`src/rtl/decode_queue_pkg.sv`:
```
// Shared RV32I decode definitions: opcodes, funct fields, inner instruction
// types and the decoded-entry record stored in the decode queue.
package decode_queue_pkg;

    localparam int INST_TYPE_W = 6;

    localparam logic [6:0] OPC_LUI    = 7'b0110111;
    localparam logic [6:0] OPC_AUIPC  = 7'b0010111;
    localparam logic [6:0] OPC_JAL    = 7'b1101111;
    localparam logic [6:0] OPC_JALR   = 7'b1100111;
    localparam logic [6:0] OPC_BRANCH = 7'b1100011;
    localparam logic [6:0] OPC_LOAD   = 7'b0000011;
    localparam logic [6:0] OPC_STORE  = 7'b0100011;
    localparam logic [6:0] OPC_OP_IMM = 7'b0010011;
    localparam logic [6:0] OPC_OP     = 7'b0110011;

    localparam logic [2:0] F3_BEQ  = 3'b000;
    localparam logic [2:0] F3_BNE  = 3'b001;
    localparam logic [2:0] F3_BLT  = 3'b100;
    localparam logic [2:0] F3_BGE  = 3'b101;
    localparam logic [2:0] F3_BLTU = 3'b110;
    localparam logic [2:0] F3_BGEU = 3'b111;

    localparam logic [2:0] F3_LB  = 3'b000;
    localparam logic [2:0] F3_LH  = 3'b001;
    localparam logic [2:0] F3_LW  = 3'b010;
    localparam logic [2:0] F3_LBU = 3'b100;
    localparam logic [2:0] F3_LHU = 3'b101;

    localparam logic [2:0] F3_SB = 3'b000;
    localparam logic [2:0] F3_SH = 3'b001;
    localparam logic [2:0] F3_SW = 3'b010;

    localparam logic [2:0] F3_ADD  = 3'b000;
    localparam logic [2:0] F3_SLL  = 3'b001;
    localparam logic [2:0] F3_SLT  = 3'b010;
    localparam logic [2:0] F3_SLTU = 3'b011;
    localparam logic [2:0] F3_XOR  = 3'b100;
    localparam logic [2:0] F3_SRL  = 3'b101;
    localparam logic [2:0] F3_OR   = 3'b110;
    localparam logic [2:0] F3_AND  = 3'b111;

    localparam logic [6:0] F7_BASE = 7'b0000000;
    localparam logic [6:0] F7_ALT  = 7'b0100000;

    typedef enum logic [INST_TYPE_W-1:0] {
        IT_NOP   = 6'd0,
        IT_LUI   = 6'd1,
        IT_AUIPC = 6'd2,
        IT_JAL   = 6'd3,
        IT_JALR  = 6'd4,
        IT_BEQ   = 6'd5,
        IT_BNE   = 6'd6,
        IT_BLT   = 6'd7,
        IT_BGE   = 6'd8,
        IT_BLTU  = 6'd9,
        IT_BGEU  = 6'd10,
        IT_LB    = 6'd11,
        IT_LH    = 6'd12,
        IT_LW    = 6'd13,
        IT_LBU   = 6'd14,
        IT_LHU   = 6'd15,
        IT_SB    = 6'd16,
        IT_SH    = 6'd17,
        IT_SW    = 6'd18,
        IT_ADDI  = 6'd19,
        IT_SLTI  = 6'd20,
        IT_SLTIU = 6'd21,
        IT_XORI  = 6'd22,
        IT_ORI   = 6'd23,
        IT_ANDI  = 6'd24,
        IT_SLLI  = 6'd25,
        IT_SRLI  = 6'd26,
        IT_SRAI  = 6'd27,
        IT_ADD   = 6'd28,
        IT_SUB   = 6'd29,
        IT_SLL   = 6'd30,
        IT_SLT   = 6'd31,
        IT_SLTU  = 6'd32,
        IT_XOR   = 6'd33,
        IT_SRL   = 6'd34,
        IT_SRA   = 6'd35,
        IT_OR    = 6'd36,
        IT_AND   = 6'd37
    } inst_type_e;

    localparam inst_type_e NOP = IT_NOP;

    localparam logic [1:0] LSB_NONE  = 2'b00;
    localparam logic [1:0] LSB_LOAD  = 2'b10;
    localparam logic [1:0] LSB_STORE = 2'b11;

    localparam logic [2:0] GOAL_NONE = 3'b000;
    localparam logic [2:0] GOAL_BYTE = 3'b001;
    localparam logic [2:0] GOAL_HALF = 3'b010;
    localparam logic [2:0] GOAL_WORD = 3'b100;

    typedef struct packed {
        inst_type_e  inst_type;
        logic [31:0] imm;
        logic [4:0]  rs1;
        logic [4:0]  rs2;
        logic [4:0]  rd;
        logic [4:0]  shamt;
        logic [1:0]  to_lsb;
        logic [2:0]  lsb_goal;
        logic        occupy_rd;
        logic        illegal;
    } decoded_t;

    typedef struct packed {
        decoded_t    dec;
        logic [31:0] pc;
    } entry_t;

    function automatic logic [31:0] sext12(input logic [11:0] v);
        return {{20{v[11]}}, v};
    endfunction

endpackage

```
`src/rtl/rv32i_decode.sv`:
```
// Purely combinational RV32I decoder producing one queue-entry record.
module rv32i_decode
    import decode_queue_pkg::*;
(
    input  logic [31:0] inst,
    output decoded_t    dec
);

    logic [6:0]  opcode;
    logic [2:0]  f3;
    logic [6:0]  f7;
    logic [31:0] imm_i;
    logic [31:0] imm_s;
    logic [31:0] imm_b;
    logic [31:0] imm_u;
    logic [31:0] imm_j;

    assign opcode = inst[6:0];
    assign f3     = inst[14:12];
    assign f7     = inst[31:25];
    assign imm_i  = sext12(inst[31:20]);
    assign imm_s  = sext12({inst[31:25], inst[11:7]});
    assign imm_b  = {{19{inst[31]}}, inst[31], inst[7], inst[30:25], inst[11:8], 1'b0};
    assign imm_u  = {inst[31:12], 12'h000};
    assign imm_j  = {{11{inst[31]}}, inst[31], inst[19:12], inst[20], inst[30:21], 1'b0};

    inst_type_e  ty;
    logic [31:0] imm;
    logic [1:0]  to_lsb;
    logic [2:0]  goal;
    logic        bad;
    logic        wr_rd;

    // Opcode/funct classification; illegal encodings are collapsed afterwards.
    always_comb begin
        ty     = IT_NOP;
        imm    = 32'h0;
        to_lsb = LSB_NONE;
        goal   = GOAL_NONE;
        bad    = 1'b0;
        wr_rd  = 1'b0;
        case (opcode)
            OPC_LUI:   begin ty = IT_LUI;   imm = imm_u; wr_rd = 1'b1; end
            OPC_AUIPC: begin ty = IT_AUIPC; imm = imm_u; wr_rd = 1'b1; end
            OPC_JAL:   begin ty = IT_JAL;   imm = imm_j; wr_rd = 1'b1; end
            OPC_JALR:  begin ty = IT_JALR;  imm = imm_i; wr_rd = 1'b1; end
            OPC_BRANCH: begin
                imm = imm_b;
                case (f3)
                    F3_BEQ:  ty = IT_BEQ;
                    F3_BNE:  ty = IT_BNE;
                    F3_BLT:  ty = IT_BLT;
                    F3_BGE:  ty = IT_BGE;
                    F3_BLTU: ty = IT_BLTU;
                    F3_BGEU: ty = IT_BGEU;
                    default: bad = 1'b1;
                endcase
            end
            OPC_LOAD: begin
                imm    = imm_i;
                to_lsb = LSB_LOAD;
                wr_rd  = 1'b1;
                case (f3)
                    F3_LB:   begin ty = IT_LB;  goal = GOAL_BYTE; end
                    F3_LH:   begin ty = IT_LH;  goal = GOAL_HALF; end
                    F3_LW:   begin ty = IT_LW;  goal = GOAL_WORD; end
                    F3_LBU:  begin ty = IT_LBU; goal = GOAL_BYTE; end
                    F3_LHU:  begin ty = IT_LHU; goal = GOAL_HALF; end
                    default: bad = 1'b1;
                endcase
            end
            OPC_STORE: begin
                imm    = imm_s;
                to_lsb = LSB_STORE;
                case (f3)
                    F3_SB:   begin ty = IT_SB; goal = GOAL_BYTE; end
                    F3_SH:   begin ty = IT_SH; goal = GOAL_HALF; end
                    F3_SW:   begin ty = IT_SW; goal = GOAL_WORD; end
                    default: bad = 1'b1;
                endcase
            end
            OPC_OP_IMM: begin
                imm   = imm_i;
                wr_rd = 1'b1;
                case (f3)
                    F3_ADD:  ty = IT_ADDI;
                    F3_SLT:  ty = IT_SLTI;
                    F3_SLTU: ty = IT_SLTIU;
                    F3_XOR:  ty = IT_XORI;
                    F3_OR:   ty = IT_ORI;
                    F3_AND:  ty = IT_ANDI;
                    F3_SLL: begin
                        if (f7 == F7_BASE) ty = IT_SLLI;
                        else               bad = 1'b1;
                    end
                    default: begin
                        if (f7 == F7_BASE)     ty = IT_SRLI;
                        else if (f7 == F7_ALT) ty = IT_SRAI;
                        else                   bad = 1'b1;
                    end
                endcase
            end
            OPC_OP: begin
                wr_rd = 1'b1;
                case (f3)
                    F3_ADD: begin
                        if (f7 == F7_BASE)     ty = IT_ADD;
                        else if (f7 == F7_ALT) ty = IT_SUB;
                        else                   bad = 1'b1;
                    end
                    F3_SRL: begin
                        if (f7 == F7_BASE)     ty = IT_SRL;
                        else if (f7 == F7_ALT) ty = IT_SRA;
                        else                   bad = 1'b1;
                    end
                    default: begin
                        bad = (f7 != F7_BASE);
                        case (f3)
                            F3_SLL:  ty = IT_SLL;
                            F3_SLT:  ty = IT_SLT;
                            F3_SLTU: ty = IT_SLTU;
                            F3_XOR:  ty = IT_XOR;
                            F3_OR:   ty = IT_OR;
                            default: ty = IT_AND;
                        endcase
                    end
                endcase
            end
            default: bad = 1'b1;
        endcase
    end

    // Illegal encodings still flow through the queue, but as an inert NOP.
    always_comb begin
        dec.inst_type = bad ? NOP : ty;
        dec.imm       = bad ? 32'h0 : imm;
        dec.rs1       = inst[19:15];
        dec.rs2       = inst[24:20];
        dec.rd        = inst[11:7];
        dec.shamt     = inst[24:20];
        dec.to_lsb    = bad ? LSB_NONE : to_lsb;
        dec.lsb_goal  = bad ? GOAL_NONE : goal;
        dec.occupy_rd = !bad && wr_rd && (inst[11:7] != 5'd0);
        dec.illegal   = bad;
    end

endmodule

```
`src/rtl/decode_queue.sv`:
```
// Decoded-instruction FIFO between the fetcher and the dispatcher.
// Decode happens on the fetch side; the dispatcher sees registered entries.
module decode_queue #(
    parameter int DEPTH       = 4,
    parameter int INST_TYPE_W = decode_queue_pkg::INST_TYPE_W
) (
    input  logic                       clk,
    input  logic                       rst,
    input  logic                       flush_in,
    input  logic                       fet_valid_in,
    input  logic [31:0]                fet_inst_in,
    input  logic [31:0]                fet_pc_in,
    output logic                       fet_ready_out,
    output logic                       dis_valid_out,
    input  logic                       dis_ready_in,
    output logic [INST_TYPE_W-1:0]     dis_inst_type_out,
    output logic [31:0]                dis_imm_out,
    output logic [4:0]                 dis_rs1_out,
    output logic [4:0]                 dis_rs2_out,
    output logic [4:0]                 dis_rd_out,
    output logic [4:0]                 dis_shamt_out,
    output logic [31:0]                dis_pc_out,
    output logic [1:0]                 dis_to_lsb_out,
    output logic [2:0]                 dis_lsb_goal_out,
    output logic                       dis_occupy_rd_out,
    output logic                       dis_illegal_out,
    output logic [$clog2(DEPTH):0]     count_out
);

    import decode_queue_pkg::*;

    localparam int PTR_W = $clog2(DEPTH);
    localparam int CNT_W = PTR_W + 1;
    localparam logic [CNT_W-1:0] FULL_CNT = CNT_W'(DEPTH);

    decoded_t         dec;
    entry_t           mem [DEPTH];
    entry_t           head_e;
    logic [PTR_W-1:0] head;
    logic [PTR_W-1:0] tail;
    logic [CNT_W-1:0] count;
    logic             enq;
    logic             deq;

    rv32i_decode u_decode (
        .inst (fet_inst_in),
        .dec  (dec)
    );

    // No bypass: a full queue refuses fetches even while it is being drained.
    assign fet_ready_out = (count < FULL_CNT) && !flush_in;
    assign dis_valid_out = (count != '0);
    assign enq           = fet_valid_in && fet_ready_out;
    assign deq           = dis_valid_out && dis_ready_in;

    // Pointers and occupancy; rst beats flush, flush beats any handshake.
    always_ff @(posedge clk) begin
        if (rst || flush_in) begin
            head  <= '0;
            tail  <= '0;
            count <= '0;
        end else begin
            if (enq) tail <= tail + 1'b1;
            if (deq) head <= head + 1'b1;
            case ({enq, deq})
                2'b10:   count <= count + 1'b1;
                2'b01:   count <= count - 1'b1;
                default: count <= count;
            endcase
        end
    end

    // Entry storage; contents need no reset since count gates visibility.
    always_ff @(posedge clk) begin
        if (!rst && enq) mem[tail] <= '{dec: dec, pc: fet_pc_in};
    end

    assign head_e            = mem[head];
    assign dis_inst_type_out = INST_TYPE_W'(head_e.dec.inst_type);
    assign dis_imm_out       = head_e.dec.imm;
    assign dis_rs1_out       = head_e.dec.rs1;
    assign dis_rs2_out       = head_e.dec.rs2;
    assign dis_rd_out        = head_e.dec.rd;
    assign dis_shamt_out     = head_e.dec.shamt;
    assign dis_pc_out        = head_e.pc;
    assign dis_to_lsb_out    = head_e.dec.to_lsb;
    assign dis_lsb_goal_out  = head_e.dec.lsb_goal;
    assign dis_occupy_rd_out = head_e.dec.occupy_rd;
    assign dis_illegal_out   = head_e.dec.illegal;
    assign count_out         = count;

endmodule

```
`config.mk`:
```
export PLATFORM = sky130hd
export DESIGN_NAME = decode_queue
export DESIGN_NICKNAME = d
export VERILOG_FILES = /design/src/rtl/decode_queue_pkg.sv /design/src/rtl/rv32i_decode.sv /design/src/rtl/decode_queue.sv
export SDC_FILE = /design/constraint.sdc
export NUM_CORES = 1
export LEC_CHECK = 0
export ABC_AREA = 1
export CAP_MARGIN = 40
export CORE_ASPECT_RATIO = 1.2
export CORE_MARGIN = 4
export CORE_UTILIZATION = 35
export CTS_BUF_LIST = sky130_fd_sc_hd__clkbuf_8 sky130_fd_sc_hd__clkbuf_16
export DETAILED_ROUTE_END_ITERATION = 8
export GPL_TIMING_DRIVEN = 0
export PLACE_DENSITY_LB_ADDON = 0.25
export REMOVE_ABC_BUFFERS = 1
export SLEW_MARGIN = 10
export SYNTH_ARGS = -nofsm -noshare
export SYNTH_HDL_FRONTEND = slang
export SYNTH_SLANG_ARGS = --single-unit
```
`constraint.sdc`:
```
create_clock -name clk -period 8.1 [get_ports clk]
set_input_delay 1.215 -clock clk [delete_from_list [all_inputs] [get_ports clk]]
set_output_delay 1.215 -clock clk [all_outputs]
set_load 0.02 [all_outputs]
```
== Yosys cells after proc, flatten, opt, wreduce, memory -nomap -nowiden ==
Memory sizes are Yosys's and may differ from the RTL's. A register that Yosys moved wholly into a read port is not among the register bits.
Index checks and enable logic that the tools add are counted.

* Memories kept: 1
* Latch bits: 0
* Output and inout bits: 102
* Input port bits: 69
* RAM bits: 388
* Logic and storage cells: 93
* Register bits: 7
* ROM bits: 0

{| class="wikitable"
|+ Memories
! name !! depth !! bits a word !! read ports !! clocked after memory_dff !! wr ports !! RTL line !! RTL
|-
| mem || 4 || 97 || 1 || 1 || 1 || decode_queue.sv:37 || <nowiki>entry_t mem [DEPTH];</nowiki>
|}

* Muxes and demuxes: 38
* Shift operators: 0
* Divide/modulo/power cells: 0
* $add $sub $neg: 4
* Reductions and logical operators: 27
* Multiply operators: 0
* Bitwise logic cells: 0
* Equal/unequal tests: 19
* Order comparisons: 1

{| class="wikitable"
|+ Operators by type and width
! kind !! count
|-
| one-hot mux 32 bit (5 select lines) || 1
|-
| one-hot mux 6 bit (9 select lines) || 1
|-
| one-hot mux 6 bit (7 select lines) || 1
|-
| 2-to-1 mux 32 bit || 1
|-
| 2-to-1 mux 6 bit || 5
|-
| one-hot mux 6 bit (5 select lines) || 1
|-
| equality test 7 x 6 -> 1 bit, second input constant || 4
|-
| one-hot mux 4 bit (6 select lines) || 1
|-
| equality test 7 bit, second input constant || 3
|-
| one-hot mux 4 bit (5 select lines) || 1
|-
| one-hot mux 3 bit (3 select lines) || 2
|-
| 2-to-1 mux 5 bit || 3
|-
| one-hot mux 5 bit (3 select lines) || 1
|-
| equality test 7 x 5 -> 1 bit, second input constant || 2
|-
| equality test 3 bit, second input constant || 4
|-
| one-hot mux 3 bit (2 select lines) || 2
|-
| one-hot mux 6 bit (2 select lines) || 1
|-
| OR reduction 6 bit || 2
|-
| 2-to-1 mux 1 bit || 10
|-
| OR reduction 2 bit || 4
|-
| equality test 7 x 2 -> 1 bit, second input constant || 1
|-
| zero test 7 bit || 1
|-
| nonzero test 7 bit || 1
|-
| OR reduction 7 bit || 1
|-
| 23 further kinds || 35
|}

== Longest topological paths before layout ==
* Depth in word-level cells: 8
* Depth in mapped cells: 12
* Mapped depth without buffers: 11

== Hierarchy ==
Synthesis repeated with hierarchy kept, for this count alone.

* Cell total of the unflattened synthesis: 1349
* Area, all modules: 16493.3 µm²

{| class="wikitable"
|+ Modules (own cells, without submodules)
! module !! seq. area each (µm²) !! cells each !! times used !! area an instance (µm²)
|-
| decode_queue || 11831.3 || 1005 || 1 || 14819.2
|-
| rv32i_decode || 0.0 || 344 || 1 || 1674.1
|}

== Worst setup path before layout ==
Ideal clock, no wire load.

* Path kind: input port to flip-flop
* Start: input port flush_in
* End: memory mem[0][0] (netlist name), enable pin
* Library setup time: 543 ps
* Stages on the path: 4
* Data required time: 7557 ps
* Slack: 1640 ps
* Arrival time: 5917 ps
* Path buffers: 0
* Cells stage by stage: nor2_1 > nand2_1 > or2_2 > nor2_1

* Cells in the longest elaborated chain, start to end: 6

{| class="wikitable"
|+ RTL lines
! element !! RTL line !! RTL
|-
| start, declared || decode_queue.sv:9 || <nowiki>input logic flush_in,</nowiki>
|-
| zero test 1 bit || decode_queue.sv:51 || <nowiki>assign fet_ready_out = (count < FULL_CNT) && !flush_in;</nowiki>
|-
| logical AND 1 bit || decode_queue.sv:51 ||
|-
| logical AND 1 bit || decode_queue.sv:53 || <nowiki>assign enq = fet_valid_in && fet_ready_out;</nowiki>
|-
| logical AND 1 bit || decode_queue.sv:75 || <nowiki>if (!rst && enq) mem[tail] <= '{dec: dec, pc: fet_pc_in};</nowiki>
|-
| 2-to-1 mux 1 bit || decode_queue.sv:75 ||
|-
| 2-to-1 mux 1 bit (not written as such) || decode_queue.sv:75 ||
|-
| end, declared || decode_queue.sv:37 ||
|}

Every way passes these cells.

==> reports/qor.yml <==
detailed_routing:
  post_drt_via_cell_ratio: 5.05
  postRouteAntennaNets: 0
  vias: 9977
  wl_per_cell_um: 19.0
  drtIter0Drc: 580
  wl_mm: 37.6
  firstDrtPassIters: 5
  route.detailed.drc: 0
die:
  pin_count: 171
  dieArea_um2: 46900
  coreArea_um2: 42900
  fp.dieH_um: 237
  initial_core_util_pct: 35.5
  die_w_um: 198
  placementRows: 83
clocking:
  cts_buffers: 41
  clk_path_buf_depth: 3
  insertion_delay_ns: 0.56
  clock_sinks: 377
  clk_pin_slew_ns: 0.06
  cts_hold_buffers: 0
  htreeDepth: 2
  cts_setup_buffers: 0
  cts_tree: "done"
  cts_resized: 0
  cts_root_buffer: "clkbuf_16"
timing:
  maxSlewViolCount: 0
  holdWs_ns: 0.475
  period_share_pct: 57.2
  worst_pin_slew_ns: 0.769
  finalSetupViolCount: 0
  finalClockSkew_ns: 0.00737
  slew_headroom_pct: 48.6
  fmax_mhz: 216
  finalHoldViolations: 0
  fin_crit_ns: 4.63
  rsz0062_at_grt: "no"
status:
  status: "complete, no violations"
logic_synthesis:
  syn_inst: 1235
  synth_cell_type_count: 33
  syn_avg_cell_area_um2: 12.3
  yosysTopAreaCellShare_pct: 72.5
  netlist_top_cells_count: "368 x edfxtp_1, 300 x nor2_1, 196 x o21ai_0"
  yosysSeqAreaShare_pct: 73.7
  async_reset_ff_share_pct: 0
  synthTopCellsByArea: "edfxtp_1 73%, nor2_1 7.4%, o21ai_0 6.4%, o22ai_1 3.8%, nand2_1 1.8%"
  synthFlopType: "edfxtp_1"
  ys_ff_latch: 377
  synth-edff-count: 368
  netlist.top_cell.by_area: "edfxtp_1"
  yosysWarningCount: 0
  synth_most_common_cell: "edfxtp_1"
  synth.cell_area_um2: 15200
final_layout:
  nets: 1469
  drive_gt1_share_pct: 7.30
  antenna_cells: 0
  fill_cells: 3937
  areaGrowthSynthToFinish_pct: 25.2
power:
  powerDensity_nw_per_um2: 215
  design_power_total_mw: 4.10
  leakagePower_nw: 6.20
  ir_worst_vdd_v: 0.000137
worst_setup_path:
  ff2ff_setup_slack_ns: 5.64
  worstPathArrival_ns: 3.42
  critPathMaxFanout: 120
  r2r-end: "mem[0][23]"
  crit_chain: "buf_16 -> inv_8 -> buf_16 -> o21ai_0 -> o22ai_1 -> clkdlybuf4s50_1"
  max_stage_delay_ns: 0.69
  critPathCaptureType: "output pin"
  cpMostUsedCell: "buf_16"
  cp.required_ns: 6.88
  path_class: "reg -> out"
  r2r_start: "count_out[2]"
  cpMaxStageDelayCell: "clkdlybuf4s50_1"
  startpoint_type: "flip-flop"
  r2r_cells: 6
global_routing:
  antenna_found_initial: 0
  grt_pass1_vias: 9881
  grt_start_max_net_pins: 121
  grt_pass1_wl_mm: 57.3
  grt_use_total_pct: 15.7
  grt-ovfl-total: 0
min_path:
  min_from: "count_out[0]"
  holdPathStages: 2
  hold_end: "count_out[0]"
  hold_path.class: "reg -> reg"
placed_design:
  io_buffers: 170
  gp_congestion: 0.884
  dp_hpwl_mm: 23.2
run:
  drv_cap: 0
[where the power goes]
part	internal, mW	switching, mW
Combinational	0.0910	0.125
Sequential	2.14	0.00583
Clock	0.988	0.750
Total	3.22	0.881
[metrics by stage]
step	setup slack, ns	utilization (%)	cell area, µm²	std cells	setup TNS [ns]
2_1_floorplan	0.00532	-	14900	1160	0
3_3_place_gp	-7.65	40.3	17300	1882	-1574.63
3_5_place_dp	3.80	41.5	17800	1903	0
4_1_cts	3.40	44.5	19100	1976	0
5_1_grt	3.27	44.5	19100	1976	0
6_report	3.47	44.5	19100	1976	0
[how the worst max path moves through the flow]
stage / start / to / slack (ns) / depth (start not counted)
2_1_floorplan: flip-flop / dis_rs2_out[0] / 0.005 / 3
4_1_cts: flip-flop / dis_rs2_out[2] / 3.40 / 6
3_5_place_dp: fet_inst_in[6] / mem[0][85] / 3.80 / 8
5_1_grt: flip-flop / dis_rs2_out[2] / 3.27 / 6
3_3_place_gp: flip-flop / dis_shamt_out[2] / -7.65 / 4
6_report: flip-flop / dis_rs2_out[2] / 3.47 / 6
[logic make-up after synthesis]
group / synth area share [%]
AOI/OAI and AO/OA: 11.1
adders and majority gates: 0.542
DFF: 73.7
and+or+nand+nor: 11.2
buffers and inverters: 3.42
[area by class of cell]
| class | instances | area (µm²) | area share [%] |
|---|---|---|---|
| sequential | 377 | 11200 | 58.9 |
| multi-input combinational | 737 | 3510 | 18.4 |
| timing repair buffer | 191 | 2190 | 11.5 |
| clock buffer | 41 | 1030 | 5.38 |
| tap | 552 | 691 | 3.62 |
| clock inverter | 32 | 226 | 1.19 |
| inverter | 46 | 183 | 0.958 |
[sequential cells by signal, summed over array words and instances (netlist names), named ones only]
signal and flops:
count_out 3, mem 368, head 2, tail 2
[critical path, delay by kind of cell (launching register included)]
kind                   cells  cell delay, ns
AO/OA/AOI/OAI              2            0.52
buffers and inverters      4            1.68
flip-flops                 1            0.50
[routing by layer]
layer  share of wire (%)  GRT usage (%)
met1                  43           20.1
met2                  50           27.3
met3                 4.9           3.13
met4                 1.9           3.79
met5                   0              0
[cells in the final DEF, fill, tap and decap left out, types with 4 or more instances in the layout]
cell	n
o22ai_1	92
edfxtp_1	368
buf_16	9
a22oi_1	5
clkinv_1	8
a21oi_1	10
clkbuf_16	41
nor2_1	296
inv_1	53
or2_2	4
nor2_2	8
clkdlybuf4s50_1	170
dfxtp_1	7
nand2_1	72
nand3_1	22
clkinv_2	6
ha_1	5
o21ai_0	196
buf_12	12
nor2_4	4
Power figures use the tool's default switching activity.
